[src/rtl/mq_byteout_ctrl_if.sv]
// Event-word input stream and code-byte output stream of the MQ byte-out sequencer.
// master: event producer / byte sink side; slave: the sequencer.
interface mq_byteout_ctrl_if;
   logic       in_valid;
   logic       in_ready;
   logic [1:0] ev_cnt;
   logic [1:0] ev_carry;
   logic [7:0] ev_byte0;
   logic [7:0] ev_byte1;
   logic       flush_in;
   logic       out_valid;
   logic       out_ready;
   logic [7:0] out_byte;

   modport master (
      output in_valid, ev_cnt, ev_carry, ev_byte0, ev_byte1, flush_in, out_ready,
      input  in_ready, out_valid, out_byte
   );
   modport slave (
      input  in_valid, ev_cnt, ev_carry, ev_byte0, ev_byte1, flush_in, out_ready,
      output in_ready, out_valid, out_byte
   );
endinterface

[src/rtl/mq_byteout_ctrl.sv]
// MQ coder byte-out sequencer: B register, carry propagation, 0xFF stuffing flag, flush, output FIFO.
// Optional emitted-byte counter built when MQ_BYTE_CNT_EN is defined (byte_cnt tied to 0 otherwise).
module mq_byteout_ctrl #(
   parameter int unsigned FIFO_DEPTH = 4,
   parameter int unsigned CNT_W      = 16
) (
   input  logic             clk,
   input  logic             rst,
   mq_byteout_ctrl_if.slave bus,
   output logic             ff_stuff,
   output logic             done,
   output logic             err_carry,
   output logic [CNT_W-1:0] byte_cnt
);
   localparam int unsigned PTR_W = $clog2(FIFO_DEPTH);
   localparam int unsigned OCC_W = PTR_W + 1;

   typedef enum logic [1:0] {IDLE, EV1, FLUSH, DRAIN} state_t;

   state_t           state;
   logic [7:0]       b;
   logic             b_vld;
   logic             carry1_l;
   logic [7:0]       byte1_l;
   logic             flush_l;

   logic [7:0]       mem [FIFO_DEPTH];
   logic [PTR_W-1:0] wr_ptr;
   logic [PTR_W-1:0] rd_ptr;
   logic [OCC_W-1:0] occ;

   logic             fifo_full;
   logic             fifo_empty;
   logic             accept;
   logic             pop;
   logic             drain_done;
   logic             ev_fire;
   logic             ev_carry_sel;
   logic [7:0]       ev_byte_sel;
   logic             flush_fire;
   logic [7:0]       b_inc;
   logic             push;
   logic [7:0]       push_data;

   assign fifo_full     = (occ == OCC_W'(FIFO_DEPTH));
   assign fifo_empty    = (occ == '0);
   assign bus.in_ready  = (state == IDLE) && !fifo_full;
   assign bus.out_valid = !fifo_empty;
   assign bus.out_byte  = mem[rd_ptr];
   assign ff_stuff      = b_vld && (b == 8'hFF);
   assign accept        = bus.in_valid && bus.in_ready;
   assign pop           = bus.out_valid && bus.out_ready;
   assign drain_done    = (state == DRAIN) && fifo_empty;

   // Select the byte event of this cycle and what (if anything) enters the FIFO
   always_comb begin
      ev_fire      = 1'b0;
      ev_carry_sel = 1'b0;
      ev_byte_sel  = 8'h00;
      flush_fire   = 1'b0;
      case (state)
         IDLE: begin
            ev_fire      = accept && (bus.ev_cnt != 2'd0);
            ev_carry_sel = bus.ev_carry[0];
            ev_byte_sel  = bus.ev_byte0;
         end
         EV1: begin
            ev_fire      = !fifo_full;
            ev_carry_sel = carry1_l;
            ev_byte_sel  = byte1_l;
         end
         FLUSH:   flush_fire = !fifo_full;
         default: ;
      endcase
      b_inc     = (ev_carry_sel && b_vld) ? b + 8'd1 : b;
      push      = (ev_fire && b_vld) || (flush_fire && b_vld && (b != 8'hFF));
      push_data = ev_fire ? b_inc : b;
   end

   always_ff @(posedge clk or posedge rst) begin
      if (rst) begin
         state     <= IDLE;
         b         <= 8'h00;
         b_vld     <= 1'b0;
         carry1_l  <= 1'b0;
         byte1_l   <= 8'h00;
         flush_l   <= 1'b0;
         done      <= 1'b0;
         err_carry <= 1'b0;
      end else begin
         done <= 1'b0;
         if (ev_fire) begin
            if (ev_carry_sel && b_vld && (b == 8'hFF)) err_carry <= 1'b1;
            b     <= ev_byte_sel;
            b_vld <= 1'b1;
         end
         case (state)
            IDLE: begin
               if (accept) begin
                  if (bus.ev_cnt[1]) begin
                     state    <= EV1;
                     carry1_l <= bus.ev_carry[1];
                     byte1_l  <= bus.ev_byte1;
                     flush_l  <= bus.flush_in;
                  end else if (bus.flush_in) begin
                     state <= FLUSH;
                  end
               end
            end
            EV1: begin
               if (!fifo_full) state <= flush_l ? FLUSH : IDLE;
            end
            FLUSH: begin
               // A trailing 0xFF is never emitted; the decoder implies it
               if (!fifo_full) begin
                  b_vld <= 1'b0;
                  state <= DRAIN;
               end
            end
            DRAIN: begin
               if (drain_done) begin
                  done  <= 1'b1;
                  state <= IDLE;
               end
            end
            default: state <= IDLE;
         endcase
      end
   end

   // Push never bypasses a full FIFO, even when a pop happens in the same cycle
   always_ff @(posedge clk or posedge rst) begin
      if (rst) begin
         wr_ptr <= '0;
         rd_ptr <= '0;
         occ    <= '0;
      end else begin
         if (push) wr_ptr <= wr_ptr + PTR_W'(1);
         if (pop)  rd_ptr <= rd_ptr + PTR_W'(1);
         if (push && !pop)      occ <= occ + OCC_W'(1);
         else if (pop && !push) occ <= occ - OCC_W'(1);
      end
   end

   always_ff @(posedge clk) begin
      if (push) mem[wr_ptr] <= push_data;
   end

`ifdef MQ_BYTE_CNT_EN
   logic [CNT_W-1:0] cnt;

   always_ff @(posedge clk or posedge rst) begin
      if (rst)                   cnt <= '0;
      else if (drain_done)       cnt <= '0;
      else if (pop && cnt != '1) cnt <= cnt + CNT_W'(1);
   end

   assign byte_cnt = cnt;
`else
   assign byte_cnt = '0;
`endif

endmodule

[src/flat_wrapper.sv]
// flat-port wrapper written by rule: the top's interface ports become plain ports
module mq_byteout_ctrl_flat 
#(
   parameter int unsigned FIFO_DEPTH = 4,
   parameter int unsigned CNT_W      = 16
)
  (clk, rst, ff_stuff, done, err_carry, byte_cnt, bus_in_valid, bus_ev_cnt, bus_ev_carry, bus_ev_byte0, bus_ev_byte1, bus_flush_in, bus_out_ready, bus_in_ready, bus_out_valid, bus_out_byte);
  mq_byteout_ctrl_if bus_i ();
  input  logic clk;
  input  logic rst;
  output logic ff_stuff;
  output logic done;
  output logic err_carry;
  output logic [CNT_W-1:0] byte_cnt;
  input wire logic [$bits(bus_i.in_valid)-1:0] bus_in_valid;
  input wire logic [$bits(bus_i.ev_cnt)-1:0] bus_ev_cnt;
  input wire logic [$bits(bus_i.ev_carry)-1:0] bus_ev_carry;
  input wire logic [$bits(bus_i.ev_byte0)-1:0] bus_ev_byte0;
  input wire logic [$bits(bus_i.ev_byte1)-1:0] bus_ev_byte1;
  input wire logic [$bits(bus_i.flush_in)-1:0] bus_flush_in;
  input wire logic [$bits(bus_i.out_ready)-1:0] bus_out_ready;
  output wire logic [$bits(bus_i.in_ready)-1:0] bus_in_ready;
  output wire logic [$bits(bus_i.out_valid)-1:0] bus_out_valid;
  output wire logic [$bits(bus_i.out_byte)-1:0] bus_out_byte;
  assign bus_i.in_valid = bus_in_valid;
  assign bus_i.ev_cnt = bus_ev_cnt;
  assign bus_i.ev_carry = bus_ev_carry;
  assign bus_i.ev_byte0 = bus_ev_byte0;
  assign bus_i.ev_byte1 = bus_ev_byte1;
  assign bus_i.flush_in = bus_flush_in;
  assign bus_i.out_ready = bus_out_ready;
  assign bus_in_ready = bus_i.in_ready;
  assign bus_out_valid = bus_i.out_valid;
  assign bus_out_byte = bus_i.out_byte;
  mq_byteout_ctrl #(.FIFO_DEPTH(FIFO_DEPTH), .CNT_W(CNT_W)) u_core (.clk(clk), .rst(rst), .bus(bus_i), .ff_stuff(ff_stuff), .done(done), .err_carry(err_carry), .byte_cnt(byte_cnt));
endmodule
[config.mk]
export PLATFORM = sky130hd
export DESIGN_NAME = mq_byteout_ctrl_flat
export DESIGN_NICKNAME = d
export VERILOG_FILES = /design/src/rtl/mq_byteout_ctrl_if.sv /design/src/rtl/mq_byteout_ctrl.sv /design/src/flat_wrapper.sv
export SDC_FILE = /design/constraint.sdc
export NUM_CORES = 1
export LEC_CHECK = 0
export ABC_CLOCK_PERIOD_IN_PS = 3200
export BUFFER_PORTS_ARGS = -buffer_cell sky130_fd_sc_hd__buf_2
export CAP_MARGIN = 10
export CORE_MARGIN = 2
export CORE_UTILIZATION = 40
export DETAILED_ROUTE_END_ITERATION = 7
export SLEW_MARGIN = 15
export SYNTH_ARGS = -nofsm -noshare
export SYNTH_HDL_FRONTEND = slang
export SYNTH_SLANG_ARGS = --single-unit
[constraint.sdc]
create_clock -name clk -period 3.2 [get_ports clk]
set_clock_uncertainty 0.1 [all_clocks]
set_input_delay 0.48 -clock clk [delete_from_list [all_inputs] [get_ports clk]]
set_output_delay 0.48 -clock clk [all_outputs]
set_load 0.01 [all_outputs]
Yosys cells after proc, flatten, opt, wreduce, memory -nomap -nowiden
Memories as Yosys holds them, arrays and structs flattened.
Index checks and enable logic that the tools add are counted.

word-level totals
  bits in registers = 30
  bits in writable memories = 32
  input bits = 25
  output and inout bits = 29
  memories kept = 1

memory list
  name        depth  bits a word  rd ports  clocked after memory_dff  wr ports  line                   source
  u_core.mem  4      8            1         0                         1         mq_byteout_ctrl.sv:27  logic [7:0] mem [FIFO_DEPTH];

cells by class
  add/sub/neg operators = 5
  equal/unequal tests = 11
  muxes and demuxes = 23
  reduce and logical (&&, ||, !) cells = 25

operators with widths
  operator               number
  $mux W8                2
  $pmux W8 S2            1
  $mux W2                7
  $logic_and A1 B1 Y1    13
  $add A8 B1 Y8 const B  1
  $eq A8 B8 Y1 const B   1
  $mux W1                8
  $ne A8 B8 Y1 const B   1
  $pmux W2 S4            1
  $mux W3                2
  $reduce_and A5 Y1      1
  $add A2 B1 Y2 const B  2
  $eq A2 B2 Y1 const B   2
  $logic_not A1 Y1       4
  $ne A2 B1 Y1 const B   2
  $ne A2 B2 Y1 const B   2
  $pmux W1 S2            2
  $reduce_bool A2 Y1     2
  $add A3 B1 Y3 const B  1
  $eq A3 B3 Y1 const B   1
  $logic_not A3 Y1       1
  $ne A3 B3 Y1 const B   1
  $reduce_and A3 Y1      1
  $sub A3 B1 Y3 const B  1
  4 further kinds        4

Logic depth before layout (Yosys ltp)
Gate-level depths: netlist of the first run.

  word-level depth = 12
  mapped depth = 10
  mapped depth without buffers = 10

Least setup slack after synthesis of the first run
No wires, ideal clock.

  path kind = register -> register
  from = register u_core.occ[0]
  to = register u_core.occ[1]
  library setup time = 125 ps
  arrival = 2101 ps
  required time = 2975 ps
  slack = 875 ps
  cell stages (with the launch flop) = 8
  path buffers = 0
  period minus slack after synthesis = 2325 ps
  path through = dfrtp_1 -> or3b_2 -> o2111ai_1 -> a21oi_4 -> ha_1 -> inv_1 -> fa_1 -> mux2_2

between the ends
  cells in the longest elaborated chain, start to end = 11

ends and longest elaborated chain
  item                                 line                                                                 source
  start: declaration                   mq_byteout_ctrl.sv:30                                                logic [OCC_W-1:0] occ;
  start signal: assignment             mq_byteout_ctrl.sv:140                                               if (push && !pop) occ <= occ + OCC_W'(1);
  start signal: assignment             mq_byteout_ctrl.sv:141                                               else if (pop && !push) occ <= occ - OCC_W'(1);
  $eq A3 B3 Y1 *                       mq_byteout_ctrl.sv:45                                                assign fifo_full = (occ == OCC_W'(FIFO_DEPTH));
  $logic_not A1 Y1 *                   mq_byteout_ctrl.sv:47, mq_byteout_ctrl.sv:68, mq_byteout_ctrl.sv:72
  $logic_and A1 B1 Y1                  mq_byteout_ctrl.sv:47                                                assign bus.in_ready = (state == IDLE) && !fifo_full;
  $logic_and A1 B1 Y1                  mq_byteout_ctrl.sv:51                                                assign accept = bus.in_valid && bus.in_ready;
  $logic_and A1 B1 Y1                  mq_byteout_ctrl.sv:63                                                ev_fire = accept && (bus.ev_cnt != 2'd0);
  $pmux W1 S2                          mq_byteout_ctrl.sv:61                                                case (state)
  $logic_and A1 B1 Y1                  mq_byteout_ctrl.sv:76                                                push = (ev_fire && b_vld) || (flush_fire && b_vld && (b != 8'hFF));
  $logic_or A1 B1 Y1 *                 mq_byteout_ctrl.sv:76
  via u_core.push                      mq_byteout_ctrl.sv:42                                                logic push;
  $logic_not A1 Y1                     mq_byteout_ctrl.sv:141
  $logic_and A1 B1 Y1                  mq_byteout_ctrl.sv:141
  $reduce_bool A2 Y1 (no source line)  n/a

The timed path passes the listed nets; every way through them passes the cells marked *. The select of a mux whose other input is x is not followed.
A chain may end at the register's enable or synchronous reset.

Worst setup path after layout of the first run
  from = register u_core.occ[2]
  to = register u_core.occ[2]

Same word-level chain as after synthesis.

==> qor_table.md, run 1 <==
| Stage | Result | This run |
| --- | --- | --- |
| final layout | Antenna diode instance count | 0 |
| worst setup path | Series of cell instances along the critical path | nor3b_2, a211o_4, a21oi_4, ha_1, inv_1, fa_1, xor2_1, nor2_1, xor2_1 |
| floorplan | Width of the die | 90.0 um |
| yosys | Most numerous cell types in the synthesized netlist | edfxtp_1, dfrtp_1, buf_4, nand2_1, mux2_2 |
| worst setup path | Startpoint Class | flip-flop |
| route | Post-detailed-route DRC marker count | 0 |
| yosys | Cell types with the largest area share after synthesis | edfxtp_1, dfrtp_1, mux4_2 |
| yosys | Sequential fraction of the synthesis area | 57.9% |
| cts | Maximum clock insertion buffer count | 2 |
| worst setup path | Category of the worst setup path capture point | flip-flop |
| floorplan | Core area | 0.00721 sq mm |
| placement | # port buffers | 37 |
| cts | Source-to-sink clock delay at the later pin of the worst-skew pair | 340 ps |
| route | Total wire length after detailed routing | 4870 um |
| cts | Number of gates resized after CTS | 0 |
| worst setup path | CP dominant cell by count | xor2_1 |
| worst setup path | CP bufs+invs | 1 |
| placement | Area of placed instances | 0.00316 sq mm |
| cts | Post-CTS setup-driven buffer insertion count | 0 |
| yosys | Number of enable flip-flop cells after synthesis | 32 |
| worst setup path | WP data arrival | 2720 ps |
| placement | Last weighted congestion value of the routability-driven placer | 0.676 |
| cts | Hold bufs inserted after CTS | 0 |
| sta | FMAX | 0.392 GHz |
| sta | Final hold viol count | 0 |
| placement | Placed wire-length estimate | 3460 um |
| sta | Max-slew headroom at the worst pin | 50.5% |
| worst setup path | Startpoint of the worst-slack reg-to-reg timing path | u_core.occ[2]$_DFFE_PP0P_ |
| worst setup path | Register-to-register setup slack | 650 ps |
| yosys | Post-Syn Instances | 209 |
| route | DRC violation total after the first TritonRoute iteration | 75 |
| worst setup path | CP Max Fanout | 25 |
| route | Detail Route Antenna Nets | 0 |
| cts | CTS sink cnt | 62 |
| pwr | Power per cell area | 903 mW/mm^2 |
| yosys | Most used standard cell by instance count after synthesis | edfxtp_1 |
| sta | Fin crit period | 2550 ps |
| worst setup path | Setup CP Type | reg2reg |
| worst setup path | Required time of the worst setup path | 3370 ps |
| sta | Worst slew pin tran | 722 ps |
| global route | Pin count of the biggest net entering global routing | 31 |
| sta | Post-route clock period utilization | 79.7% |
| global route | Wire length of the first global-routing pass | 7960 um |
| yosys | Mapped Area | 0.00296 sq mm |
| pwr | Leak | 1.43 nW |
| yosys | Synth Register Bits | 62 |
| worst setup path | Reg-to-reg endpoint | u_core.occ[2]$_DFFE_PP0P_ |
| final layout | Area growth from synthesis to final layout | 14.6% |
| yosys | Synth warnings | 0 |
| cts | Reg clk slew, reported paths | 70 ps |
| yosys | Cell accounting for the most synthesized area | edfxtp_1 |
| worst setup path | Largest stage delay, worst path | 450 ps |
| floorplan | Number of I/O pins | 54 |
| placement | Number of instances in the placed design | 337 |
| yosys | Distinct cell type count of the synthesized netlist | 41 |
| floorplan | Die footprint | 0.00809 sq mm |
| min path | Class of the tightest hold or removal check | in2async |
| cts | TritonCTS clock tree | built |
| final layout | Final Cell Area | 0.00339 sq mm |
| cts | Deepest level of the CTS H-tree | 3 |
| yosys | Post-synthesis async set-or-reset flop share | 48.4% |
| route | Number of detailed-route iterations in the first pass | 4 |
| global route | GRT Residual Overflow | 0 |
| worst setup path | R2r worst-path depth | 9 |
| global route | Vias in the first global route | 1668 |
| cts | Total clock buffers created by CTS | 9 |
| final layout | Total Nets Final | 281 |
| sta | Total count of max-transition violations in the final report | 0 |
| floorplan | Cell row count | 31 |
| worst setup path | Gate family responsible for the most delay along the worst path | compound AO/OA/AOI/OAI gates |
| route | Vias post-DR | 1647 |
| final layout | Share of final-layout standard cells stronger than drive strength 1 | 32.7% |
| floorplan | Initial Utilization | 41.0% |
| yosys | Post-synthesis average cell area | 14.1 sq um |
| yosys | Dominant register cell in the synthesized netlist | edfxtp_1 |
| route | Post-DR vias/cell | 4.67 |
| sta | Final setup TNS | 0 ps |
| flow run | Count of max-cap constraint violations | 0 |
| sta | Final-report setup violation count | 0 |
| cts | Buffer cell driving the clock tree root | clkbuf_8 |
| worst setup path | Cell type of the slowest stage on the worst timing path | a211o_4 |
| global route | Total global routing track utilization | 12.8% |
| route | Final routed wire length divided by cell count | 13.8 um |
| final layout | Count of placed standard cells in the final layout, fillers left out | 353 |
| global route | Number of antenna violations at the first check in global routing | 0 |
| yosys | Area fraction of the dominant cell type after synthesis | 32.5% |
| sta | Unrepaired setup endpoints after global routing | false |
| status | Outcome | finished clean |
| pwr | IR Drop Worst-Case VDD | 0.000396 V |
| floorplan | Die Ht | 90.0 um |
-- sequential cells by signal, indices dropped and copies added (netlist names) --
register,count
u_core.b_vld,1
u_core.b,8
u_core.flush_l,1
u_core.rd_ptr,2
u_core.done,1
u_core.wr_ptr,2
u_core.carry1_l,1
u_core.state,2
u_core.mem,32
u_core.occ,3
u_core.byte1_l,8
u_core.err_carry,1
-- cell usage in the layout (no fill, tap or decap), types with 3 or more instances in the layout --
master,Yosys,routed
and2_1,4,4
buf_2,2,37
buf_4,17,3
clkbuf_8,0,9
conb_1,1,16
dfrtp_1,30,30
edfxtp_1,32,32
ha_1,6,6
inv_1,5,5
mux2_2,11,11
mux2i_1,9,9
mux4_2,8,8
nand2_1,14,14
nand3_1,4,4
nor2_1,7,7
nor3_1,4,4
nor4_1,3,3
o31ai_1,9,9
xnor2_1,4,4
xor2_1,9,9
-- per-layer routing --
layer,track usage [%],up-vias,share of wire [%]
li1,-,810,-
met1,16.7,778,49
met2,20.1,48,45
met3,2.60,11,3.7
met4,7.31,0,2.4
met5,0,-,0
-- logic make-up (layout without fill, tap and decap cells) --
| group | Yosys count | after routing | synth area share, % |
|---|---|---|---|
| buffers and inverters | 32 | 62 | 6.82 |
| other | 1 | 16 | 0.127 |
| flip-flops | 62 | 62 | 57.9 |
| AND/OR/NAND/NOR | 45 | 45 | 8.64 |
| adder cells (fa/ha/maj) | 7 | 7 | 3.22 |
| XOR/XNOR | 13 | 13 | 3.85 |
| multiplexers | 30 | 30 | 14.1 |
| AO/OA/AOI/OAI | 19 | 19 | 5.33 |
-- worst min-delay path, stage by stage --
cell and delay (ps):
buf_2 90, inv_1 40, buf_4 350
-- area by class of cell --
type | count | area, sq um
Sequential cell | 62 | 1710
Tap cell | 99 | 124
Clock buffer | 9 | 124
Multi-Input combinational cell | 130 | 1100
Inverter | 6 | 22.5
Fill cell | 661 | 3830
Clock inverter | 7 | 97.6
Timing Repair Buffer | 40 | 208
-- per-stage QoR --
stage	total power, mW	util (%)	hold WS, ps	setup slack (ps)
3_5_place_dp	2.33	43.9	376	526
6_report	3.06	46.9	99.7	649
5_1_grt	3.25	46.9	144	503
2_1_floorplan	2.09	-	358	875
3_3_place_gp	2.30	43.9	369	558
4_1_cts	3.09	46.9	108	646
-- power breakdown --
group          internal (mW)  leakage, nW  switching [mW]
Combinational          0.450        0.655           0.491
Clock                  0.440        0.106           0.319
Sequential              1.13        0.674           0.228
Total                   2.02         1.43            1.04
-- how the worst max path moves through the flow --
stage / startpoint / to / slack (ps) / cells past startpoint
after global placement: bus_in_valid / u_core.occ[2]$_DFFE_PP0P_ / 560 / 10
after floorplan: u_core.occ[0]$_DFFE_PP0P_ / u_core.occ[1]$_DFFE_PP0P_ / 870 / 7
after global routing: u_core.occ[0]$_DFFE_PP0P_ / u_core.occ[2]$_DFFE_PP0P_ / 500 / 9
final: u_core.occ[2]$_DFFE_PP0P_ / u_core.occ[2]$_DFFE_PP0P_ / 650 / 9
after detailed placement: bus_in_valid / u_core.occ[2]$_DFFE_PP0P_ / 530 / 10
after CTS: u_core.occ[2]$_DFFE_PP0P_ / u_core.occ[2]$_DFFE_PP0P_ / 650 / 9
No activity file was read; power rests on OpenSTA's default activity.
==> run 2: changes to the inputs <==
--- a/config.mk
+++ b/config.mk
@@ -5,7 +5,7 @@
 export SDC_FILE = /design/constraint.sdc
 export NUM_CORES = 1
 export LEC_CHECK = 0
-export ABC_CLOCK_PERIOD_IN_PS = 3200
+export ABC_CLOCK_PERIOD_IN_PS = 2200
 export BUFFER_PORTS_ARGS = -buffer_cell sky130_fd_sc_hd__buf_2
 export CAP_MARGIN = 10
 export CORE_MARGIN = 2
==> constraint.sdc (replaced) <==
create_clock -name clk -period 2.2 [get_ports clk]
set_clock_uncertainty 0.1 [all_clocks]
set_input_delay 0.33 -clock clk [delete_from_list [all_inputs] [get_ports clk]]
set_output_delay 0.33 -clock clk [all_outputs]
set_load 0.01 [all_outputs]
==> run 2 against run 1 <==
  * Power up 52%
  * Global-route usage up 0.80 points
  * Largest cell class unchanged
  * Critical path depth down 2
  * Non-clock buffer count up 26
  * Wire length up 2.0%
  * Final area up 8.1%
  * Highest routed layer unchanged
  * Cell count up 7.4%
  * Fmax up 18%
  * Combinational power up 92%
==> qor_table.md, run 2 (same netlist as run 1, synthesis figures left out) <==
| Stage | Result | This run | vs previous |
| --- | --- | --- | --- |
| worst setup path | Setup CP Type | reg2reg | unchanged |
| cts | CTS sink cnt | 62 | unchanged |
| route | Post-detailed-route DRC marker count | 0 | unchanged |
| status | Outcome | finished clean | unchanged |
| sta | Final hold viol count | 0 | unchanged |
| sta | Final-report setup violation count | 0 | unchanged |
| placement | # port buffers | 37 | unchanged |
| route | Detail Route Antenna Nets | 0 | unchanged |
| placement | Last weighted congestion value of the routability-driven placer | 0.774 | was 0.676 |
| final layout | Final Cell Area | 0.00366 sq mm | was 0.00339 sq mm |
| sta | Max-slew headroom at the worst pin | 63.5% | was 50.5% |
| route | Number of detailed-route iterations in the first pass | 4 | unchanged |
| final layout | Post-layout utilization of the core | 50.7% | was 46.9% |
| floorplan | Core area | 0.00721 sq mm | unchanged |
| cts | TritonCTS clock tree | built | unchanged |
| sta | Fin crit period | 2150 ps | was 2550 ps |
| final layout | Top flop regs | u_core.mem: 32 flops, u_core.b: 8 flops, u_core.byte1_l: 8 flops | unchanged |
| pwr | IR Drop Worst-Case VDD | 0.000644 V | was 0.000396 V |
| min path | Hold endpoint | u_core.byte1_l[6]$_DFFE_PP0P_ |  |
| floorplan | Number of I/O pins | 54 | unchanged |
| route | Total wire length after detailed routing | 4970 um | was 4870 um |
| sta | Worst slew pin tran | 536 ps | was 722 ps |
| sta | Post-route clock period utilization | 97.9% | was 79.7% |
| floorplan | Cell row count | 31 | unchanged |
| sta | Slack of the critical path | 46.0 ps | was 649 ps |
| route | Post-DR vias/cell | 4.63 | was 4.67 |
| min path | Hold path startpoint | bus_ev_byte1[6] |  |
| worst setup path | Register-to-register setup slack | 50 ps | was 650 ps |
| sta | Unrepaired setup endpoints after global routing | true | was false |
| final layout | Count of placed standard cells in the final layout, fillers left out | 379 | was 353 |
| global route | Number of antenna violations at the first check in global routing | 0 | unchanged |
| final layout | Max reg flops | 32 | unchanged |
| worst setup path | Startpoint of the worst-slack reg-to-reg timing path | u_core.occ[0]$_DFFE_PP0P_ | was u_core.occ[2]$_DFFE_PP0P_ |
| placement | Number of instances in the placed design | 360 | was 337 |
| sta | Final setup TNS | 0 ps | unchanged |
| final layout | Fill cells | 652 | was 661 |
| final layout | Area of the multi-input gates | 0.00118 sq mm | was 0.00110 sq mm |
| final layout | Total Nets Final | 307 | was 281 |
| floorplan | Width of the die | 90.0 um | unchanged |
| final layout | Share of final-layout standard cells stronger than drive strength 1 | 41.4% | was 32.7% |
| flow run | Count of max-cap constraint violations | 0 | unchanged |
| worst setup path | Reg-to-reg endpoint | u_core.occ[1]$_DFFE_PP0P_ | was u_core.occ[2]$_DFFE_PP0P_ |
| worst setup path | Startpoint Class | flip-flop | unchanged |
| sta | FMAX | 0.464 GHz | was 0.392 GHz |
| pwr | Design Power | 4.64 mW | was 3.06 mW |
| placement | Placed wire-length estimate | 3550 um | was 3460 um |
| cts | Deepest level of the CTS H-tree | 3 | unchanged |
| placement | Worst slack, placed | 17.2 ps | was 526 ps |
| cts | Maximum clock insertion buffer count | 2 | unchanged |
| final layout | Most frequent standard cell in the layout excluding fill and tap cells | buf_2 | unchanged |
| worst setup path | Required time of the worst setup path | 2320 ps | was 3370 ps |
| global route | Pin count of the biggest net entering global routing | 31 | unchanged |
| floorplan | Initial Utilization | 41.0% | unchanged |
| cts | Buffer cell driving the clock tree root | clkbuf_8 | unchanged |
| worst setup path | Cell type of the slowest stage on the worst timing path | dfrtp_2 | was a211o_4 |
| final layout | Commonest cells after routing, fill and taps aside | buf_2, edfxtp_1, dfrtp_1, buf_4, conb_1 | was buf_2, edfxtp_1, dfrtp_1, conb_1, nand2_1 |
| min path | Class of the tightest hold or removal check | in2reg | was in2async |
| route | Vias post-DR | 1756 | was 1647 |
| final layout | Largest reg by FF count | u_core.mem | unchanged |
| route | Final routed wire length divided by cell count | 13.1 um | was 13.8 um |
| global route | GRT Residual Overflow | 0 | unchanged |
| min path | Hold Crit Depth | 2 |  |
| global route | Total global routing track utilization | 13.6% | was 12.8% |
| sta | Total count of max-transition violations in the final report | 0 | unchanged |
| global route | Vias in the first global route | 1800 | was 1668 |
| worst setup path | CP Max Fanout | 6 | was 25 |
| route | DRC violation total after the first TritonRoute iteration | 93 | was 75 |
| worst setup path | WP data arrival | 2270 ps | was 2720 ps |
| pwr | Leak | 1.55 nW | was 1.43 nW |
| worst setup path | Category of the worst setup path capture point | flip-flop | unchanged |
| floorplan | Die Ht | 90.0 um | unchanged |
| cts | Reg clk slew, reported paths | 70 ps | about the same |
| floorplan | Die footprint | 0.00809 sq mm | unchanged |
| final layout | Area growth from synthesis to final layout | 23.9% | was 14.6% |
| sta | Worst hold slack | 123 ps | was 99.7 ps |
| worst setup path | Series of cell instances along the critical path | or3b_4, o2111ai_4, a21oi_4, ha_4, inv_2, fa_2, mux2_2 | was nor3b_2, a211o_4, a21oi_4, ha_1, inv_1, fa_1, xor2_1, nor2_1, xor2_1 |
| final layout | Storage cell area | 0.00171 sq mm | about the same |
| cts | Source-to-sink clock delay at the later pin of the worst-skew pair | 330 ps | was 340 ps |
| worst setup path | R2r worst-path depth | 7 | was 9 |
| global route | Wire length of the first global-routing pass | 8490 um | was 7960 um |
| final layout | Antenna diode instance count | 0 | unchanged |
| cts | Total clock buffers created by CTS | 9 | unchanged |
| worst setup path | Largest stage delay, worst path | 460 ps | was 450 ps |
| placement | Area of placed instances | 0.00341 sq mm | was 0.00316 sq mm |
| pwr | Power per cell area | 1270 mW/mm^2 | was 903 mW/mm^2 |
==> run 2: cell types whose count changed in the layout (fill, tap and decap cells not counted), sizes merged <==
cell         delta
bufinv          -1
buf            +25
clkbuf          +2
clkinvlp        -1
inv             -1
clkinv          +1
dlygate4sd3     +1
==> run 2: worst max-delay path, delay by kind of cell (launching register included) <==
| family | cells | cell delay (ps) |
|---|---|---|
| AOI/OAI and AO/OA | 2 | 180 |
| adders and majority gates | 2 | 570 |
| buffers and inverters | 1 | 50 |
| DFF | 1 | 460 |
| muxes | 1 | 260 |
| and+or+nand+nor | 1 | 410 |
==> run 2: area by class of cell <==
type                            count  area share [%]
Clock buffer                       11            3.59
Clock inverter                      5            1.37
Inverter                            6           0.615
Multi-Input combinational cell    130            32.1
Sequential cell                    62            46.8
Tap cell                           99            3.38
Timing Repair Buffer               66            12.1
==> run 2: power breakdown <==
group          internal [mW]  leakage [nW]  total [mW]  switching [mW]
registers               1.65         0.672        1.91           0.256
logic                  0.924         0.794        1.81           0.890
clock network          0.514        0.0884       0.922           0.408
==> run 2: timing repair <==
action	in CTS	in global routing
buffers inserted	0	2
hold endpoints to repair	30	0
resized for setup	0	7
hold buffers	1	0
setup endpoints to repair	0	18
==> run 2: worst max-delay path by stage <==
stage | end | startpoint | depth (start not counted) | slack [ps]
2_1_floorplan | u_core.occ[2]$_DFFE_PP0P_ | u_core.occ[2]$_DFFE_PP0P_ | 9 | 20
3_3_place_gp | u_core.occ[2]$_DFFE_PP0P_ | bus_in_valid | 10 | 20
3_5_place_dp | u_core.occ[2]$_DFFE_PP0P_ | bus_in_valid | 10 | 20
4_1_cts | u_core.mem[1][7]$_DFFE_PP_ | u_core.state[0]$_DFFE_PP0P_ | 5 | 10
5_1_grt | u_core.occ[1]$_DFFE_PP0P_ | u_core.occ[0]$_DFFE_PP0P_ | 7 | -20
6_report | u_core.occ[1]$_DFFE_PP0P_ | u_core.occ[0]$_DFFE_PP0P_ | 7 | 50
==> run 2: per-layer routing <==
layer | global-route usage (%) | vias to the layer above | part of all wire, %
met2 | 21.5 | 57 | 48
met3 | 5.20 | 9 | 6.5
met4 | 4.23 | 0 | 1.5
met5 | 0 | - | 0
met1 | 17.6 | 826 | 44
li1 | - | 864 | -
